===== src/rtl/counter_updown_param.sv =====
// Parametrised up/down counter with programmable step, terminal limit, wrap/saturate mode,
// terminal-count pulse and sticky overflow. Optional prescaler enabled by COUNTER_PRESCALE_EN.
module counter_updown_param #(
  parameter int unsigned WIDTH   = 32,
  parameter int unsigned STEP_W  = 8,
  parameter int unsigned PRE_DIV = 4
) (
  input  logic              clk,
  input  logic              p_reset,
  input  logic              en,
  input  logic              clr,
  input  logic              load,
  input  logic [WIDTH-1:0]  load_val,
  input  logic              dir,
  input  logic [STEP_W-1:0] step,
  input  logic [WIDTH-1:0]  limit,
  input  logic              sat_mode,
  input  logic              ovf_clr,
  output logic [WIDTH-1:0]  cnt_out,
  output logic              tc,
  output logic              ovf
);

  localparam int unsigned SUM_W = WIDTH + 1;

  // Reject parameter sets outside the supported range at elaboration.
  if (WIDTH < 2 || WIDTH > 64 || STEP_W < 1 || STEP_W > WIDTH || PRE_DIV < 1) begin : g_bad_param
    $error("counter_updown_param: illegal parameter combination");
  end

  logic [WIDTH-1:0] cnt_q, cnt_d;
  logic             tc_q, tc_d;
  logic             ovf_q, ovf_d;

  logic [SUM_W-1:0] cnt_ext;
  logic [SUM_W-1:0] step_ext;
  logic [SUM_W-1:0] lim_ext;
  logic [SUM_W-1:0] sum_up;
  logic             step_nz_c;
  logic             up_fit_c;
  logic             dn_fit_c;
  logic             tick_c;
  logic             advance_c;
  logic             boundary_c;

`ifdef COUNTER_PRESCALE_EN
  localparam int unsigned PSC_W = (PRE_DIV > 1) ? $clog2(PRE_DIV) : 1;

  logic [PSC_W-1:0] psc_q, psc_d;

  assign tick_c = (psc_q == PSC_W'(PRE_DIV - 1));

  // Prescaler counts enabled cycles; clr/load restart it.
  always_comb begin
    psc_d = psc_q;
    if (clr || load) begin
      psc_d = '0;
    end else if (en) begin
      psc_d = tick_c ? '0 : psc_q + PSC_W'(1);
    end
  end

  always_ff @(posedge clk or negedge p_reset) begin
    if (!p_reset) begin
      psc_q <= '0;
    end else begin
      psc_q <= psc_d;
    end
  end
`else
  assign tick_c = 1'b1;
`endif

  // One extra bit keeps cnt+step from wrapping before the limit compare.
  assign cnt_ext   = {1'b0, cnt_q};
  assign step_ext  = SUM_W'(step);
  assign lim_ext   = {1'b0, limit};
  assign sum_up    = cnt_ext + step_ext;
  assign step_nz_c = |step;
  assign up_fit_c  = (sum_up <= lim_ext);
  assign dn_fit_c  = (cnt_ext >= step_ext);

  assign advance_c  = en & ~clr & ~load & tick_c;
  assign boundary_c = advance_c & step_nz_c & (dir ? ~up_fit_c : ~dn_fit_c);

  // Next count, terminal pulse and sticky flag; a boundary set beats ovf_clr.
  always_comb begin
    cnt_d = cnt_q;
    tc_d  = 1'b0;
    ovf_d = ovf_q & ~ovf_clr;
    if (clr) begin
      cnt_d = '0;
    end else if (load) begin
      cnt_d = load_val;
    end else if (advance_c && step_nz_c) begin
      if (dir) begin
        if (up_fit_c) begin
          cnt_d = sum_up[WIDTH-1:0];
        end else begin
          cnt_d = sat_mode ? limit : '0;
        end
      end else begin
        if (dn_fit_c) begin
          cnt_d = cnt_q - step_ext[WIDTH-1:0];
        end else begin
          cnt_d = sat_mode ? '0 : limit;
        end
      end
    end
    if (boundary_c) begin
      tc_d  = 1'b1;
      ovf_d = 1'b1;
    end
  end

  always_ff @(posedge clk or negedge p_reset) begin
    if (!p_reset) begin
      cnt_q <= '0;
      tc_q  <= 1'b0;
      ovf_q <= 1'b0;
    end else begin
      cnt_q <= cnt_d;
      tc_q  <= tc_d;
      ovf_q <= ovf_d;
    end
  end

  assign cnt_out = cnt_q;
  assign tc      = tc_q;
  assign ovf     = ovf_q;

endmodule


===== config.mk =====
export PLATFORM = sky130hd
export DESIGN_NAME = counter_updown_param
export DESIGN_NICKNAME = d
export VERILOG_FILES = /design/src/rtl/counter_updown_param.sv
export SDC_FILE = /design/constraint.sdc
export NUM_CORES = 1
export LEC_CHECK = 0
export BUFFER_PORTS_ARGS = -buffer_cell sky130_fd_sc_hd__buf_2
export CAP_MARGIN = 20
export CORE_ASPECT_RATIO = 0.75
export CORE_MARGIN = 3
export CORE_UTILIZATION = 50
export CTS_BUF_LIST = sky130_fd_sc_hd__clkbuf_4
export DETAILED_ROUTE_END_ITERATION = 8
export PLACE_DENSITY = 0.79
export SKIP_CTS_REPAIR_TIMING = 1
export SLEW_MARGIN = 20
export SYNTH_ARGS = -nofsm -noshare
export SYNTH_HDL_FRONTEND = slang
export SYNTH_SLANG_ARGS = --single-unit

===== constraint.sdc =====
create_clock -name clk -period 5.8 [get_ports clk]
set_input_delay 0.87 -clock clk [delete_from_list [all_inputs] [get_ports clk]]
set_output_delay 0.87 -clock clk [all_outputs]
set_load 0.01 [all_outputs]

==> results.md <==
- Outcome: finished clean
- Routed vias/inst: 6.950
- DIE HEIGHT: approximately 95 um
- Fin worst setup slack: around 0.27 ns
- Worst-margin pin slew: 1.022 ns
- CP max-delay cell: a221oi_1
- RSZ-0062 raised after global routing: no
- Critical Path End Type: register
- Syn_nets: 848
- Post-synth EDFFs: 0
- Antenna fix cells: 0
- CTS buffer count: 5
- VDD IR max: 101.5 uV
- Total grt overflow: 0
- Layout cell share with drive strength beyond 1: 0.2149
- Final Hold Vio Count: 0
- Critical-path maximum fanout: 8
- Largest cells by area after synthesis: dfrtp_1, ha_1, inv_1
- 1st-iter DRT viols: 1077
- Num ports: 114
- Cell area after synthesis: 5263 um2
- Top cells by instance count after synthesis: inv_1, nand2_1, ha_1, a21oi_1, o21ai_0
- Top FF cell, synth: dfrtp_1
- Pre-CTS WS: 0.03972 ns
- CP peak stage delay: 0.43 ns
- Peak Freq: 180.8 MHz
- Final-report max-slew violation count: 0
- Via count: 6609
- DR DRC count: 0
- First-pass GRT wire length: 34.53 mm
- GR Util All Layers: 0.3760
- Port Buffers: 113
- P_leak: between 2 and 3 nW
- Synth cell types: 75
- Hold Slack: ~0.52 ns
- Vias in the first global route: 6092
- Crit-path cells: buf_2 > ha_1 > inv_1 > fa_1 > or2_2 > a221oi_1 > nor2_1 > nor3_1 > nand4_1 > xnor2_1 > ha_1 > nand2_1 > nor4_1 > buf_4 > nand4_1 > mux2_2 > o21a_1 > nor2_1 > buf_4 > a211oi_1 > o41ai_1
- Largest net degree at the start of global routing: 35
- PwrDens: ~180 nW/um2
- Warnings from Yosys: 0
- Post-synthesis cell count: 718
- Die W: 124.5 um
- Comb power frac: 0.547
- Most common cell in the synthesized netlist: inv_1
- Htree depth: 2
- Placed cell areas: 6021 um2
- Final worst path period share: 0.9536
- Pint: roughly 580 uW
- Critical path required time: 6.03 ns
- Drt pass-1 iters: 6
- Remaining antenna violation count: 0
- Area leader, netlist: dfrtp_1
- Sequential share of the synthesized area: 0.1617
- Starting Density: 0.5279
- Fill count: 973
- Layout area overhead: 15.88%
- Register bit total from synthesis: 34
- Switching Share: 0.4741
- Initial antenna violation count: 1
- Core Rows: 31
- Worst Hold Class: register to register
- Core Area: 9968 um2
- Post-synth ARST share: 1.000
- Clock Pin Slew Worst Setup and Hold Paths: 0.12 ns
- Final instance area: roughly 6100 um2
- Psw: between 500 and 600 uW
- Total Routed Length: 23.06 mm
- CP Launch Type: primary input
- Max cap viols: 0
- Sequential Power Share: 0.276
- CP arrival: about 5.8 ns
- Rel. slew slack: 0.3171
- Drt wl/cell: 24.24 um
- Final min period: about 5.5 ns
- Layout net count: 948
- Clk network pwr share: 0.176
- Root Buffer: clkbuf_4
- Setup Viol. Count Final: 0
- Clock latency at the later pin of the worst-skew pair: 0.38 ns
- CTS sink count: 34
- Core Util, Final: 0.6118
- Avg Synthesized Cell Area: 7.329 um2
- Max Buffers Root-to-Sink: 2
- Setup TNS: 0 ns
- Post-DP HPWL: 17.17 mm
- Kind of critical path: primary input to register
- Yosys top cell area share: 0.1617
- Clk_skew: 0.006242 ns
- Die area: 11800 um2
- Final Wtd Congestion: approximately 1.0
- CTS tree: yes
[path summary, 6_finish.rpt]
path / from / endpoint / slack, ns / cells after the start
worst min-delay path: ovf$_DFF_PN0_ / ovf$_DFF_PN0_ / 0.52 / 1
worst max register to register: cnt_out[1]$_DFFE_PN0P_ / cnt_out[28]$_DFFE_PN0P_ / 0.42 / 19
worst min register to register: ovf$_DFF_PN0_ / ovf$_DFF_PN0_ / 0.52 / 1
worst max-delay path: step[0] / cnt_out[28]$_DFFE_PN0P_ / 0.27 / 21
max in group asynchronous: p_reset / cnt_out[3]$_DFFE_PN0P_ / 4.63 / 1
min in group asynchronous: p_reset / cnt_out[15]$_DFFE_PN0P_ / 0.60 / 1
[metal layers]
| metal | wire (um) | track usage | vias to the layer above |
|---|---|---|---|
| li1 | - | - | 2920 |
| met1 | 9818 | 0.5568 | 3070 |
| met2 | 8979 | 0.5193 | 544 |
| met3 | 3596 | 0.1108 | 73 |
| met4 | 646 | 0.1131 | 2 |
| met5 | 13 | 0 | - |
[per-stage QoR]
step | total power [mW] | std cells
2_1_floorplan | 0.6537 | 718
3_3_place_gp | 0.8726 | 943
3_5_place_dp | 0.8760 | 943
4_1_cts | 1.069 | 951
5_1_grt | 1.153 | 951
6_report | 1.095 | 951
[placed cells by master (no fill, tap or decap), drive strengths merged, types with 7 or more instances in the layout]
cell,instances
a2111oi,7
dfrtp,34
nor2,36
a21oi,43
xor2,19
nand4,9
inv,66
nor3,35
nand3,21
o21a,8
nand2,49
nor4,23
o211ai,12
a31oi,16
buf,144
and3,9
o21ai,46
xnor2,22
or4,10
o41ai,8
or3,18
o31ai,9
ha,48
a211oi,18
a221oi,17
[sequential cells by signal, indices dropped and copies added (netlist names)]
signal and count:
cnt_out 32, tc 1, ovf 1
[power by group through the flow]
stage / registers [mW] / logic [mW] / clock network, mW
floorplan: 0.287 / 0.367 / 0
global placement: 0.302 / 0.570 / 0
detailed placement: 0.303 / 0.573 / 0
CTS: 0.299 / 0.576 / 0.194
global route: 0.305 / 0.644 / 0.205
finish: 0.303 / 0.599 / 0.193
[kinds of logic (layout without fill, tap and decap cells)]
logic type / Yosys count / after routing / synth area share
DFF: 34 / 34 / 0.1617
muxes: 1 / 1 / 0.002140
xor gates and xnor gates: 41 / 41 / 0.06824
adders and majority gates: 50 / 50 / 0.1217
buffers and inverters: 117 / 218 / 0.08892
AOI/OAI and AO/OA: 231 / 231 / 0.3048
and+or+nand+nor: 244 / 244 / 0.2525
[layout make-up]
class | count | area [um2] | area share
inverter | 66 | 247.7 | 0.04062
tap | 132 | 165.2 | 0.02708
clock buffer | 5 | 37.54 | 0.006155
timing repair buffer | 144 | 798.3 | 0.1309
clock inverter | 3 | 40.04 | 0.006565
sequential | 34 | 850.8 | 0.1395
multi-input combinational | 567 | 3959 | 0.6492
[worst max-delay path, delay by kind of cell]
| kind | cells | cell delay (ns) |
|---|---|---|
| AO/OA/AOI/OAI | 4 | 1.19 |
| buffers and inverters | 4 | 0.57 |
| XOR/XNOR | 1 | 0.18 |
| multiplexers | 1 | 0.30 |
| AND/OR/NAND/NOR | 8 | 1.78 |
| adder cells (fa/ha/maj) | 3 | 0.86 |
(Power assumes the default switching activity.)
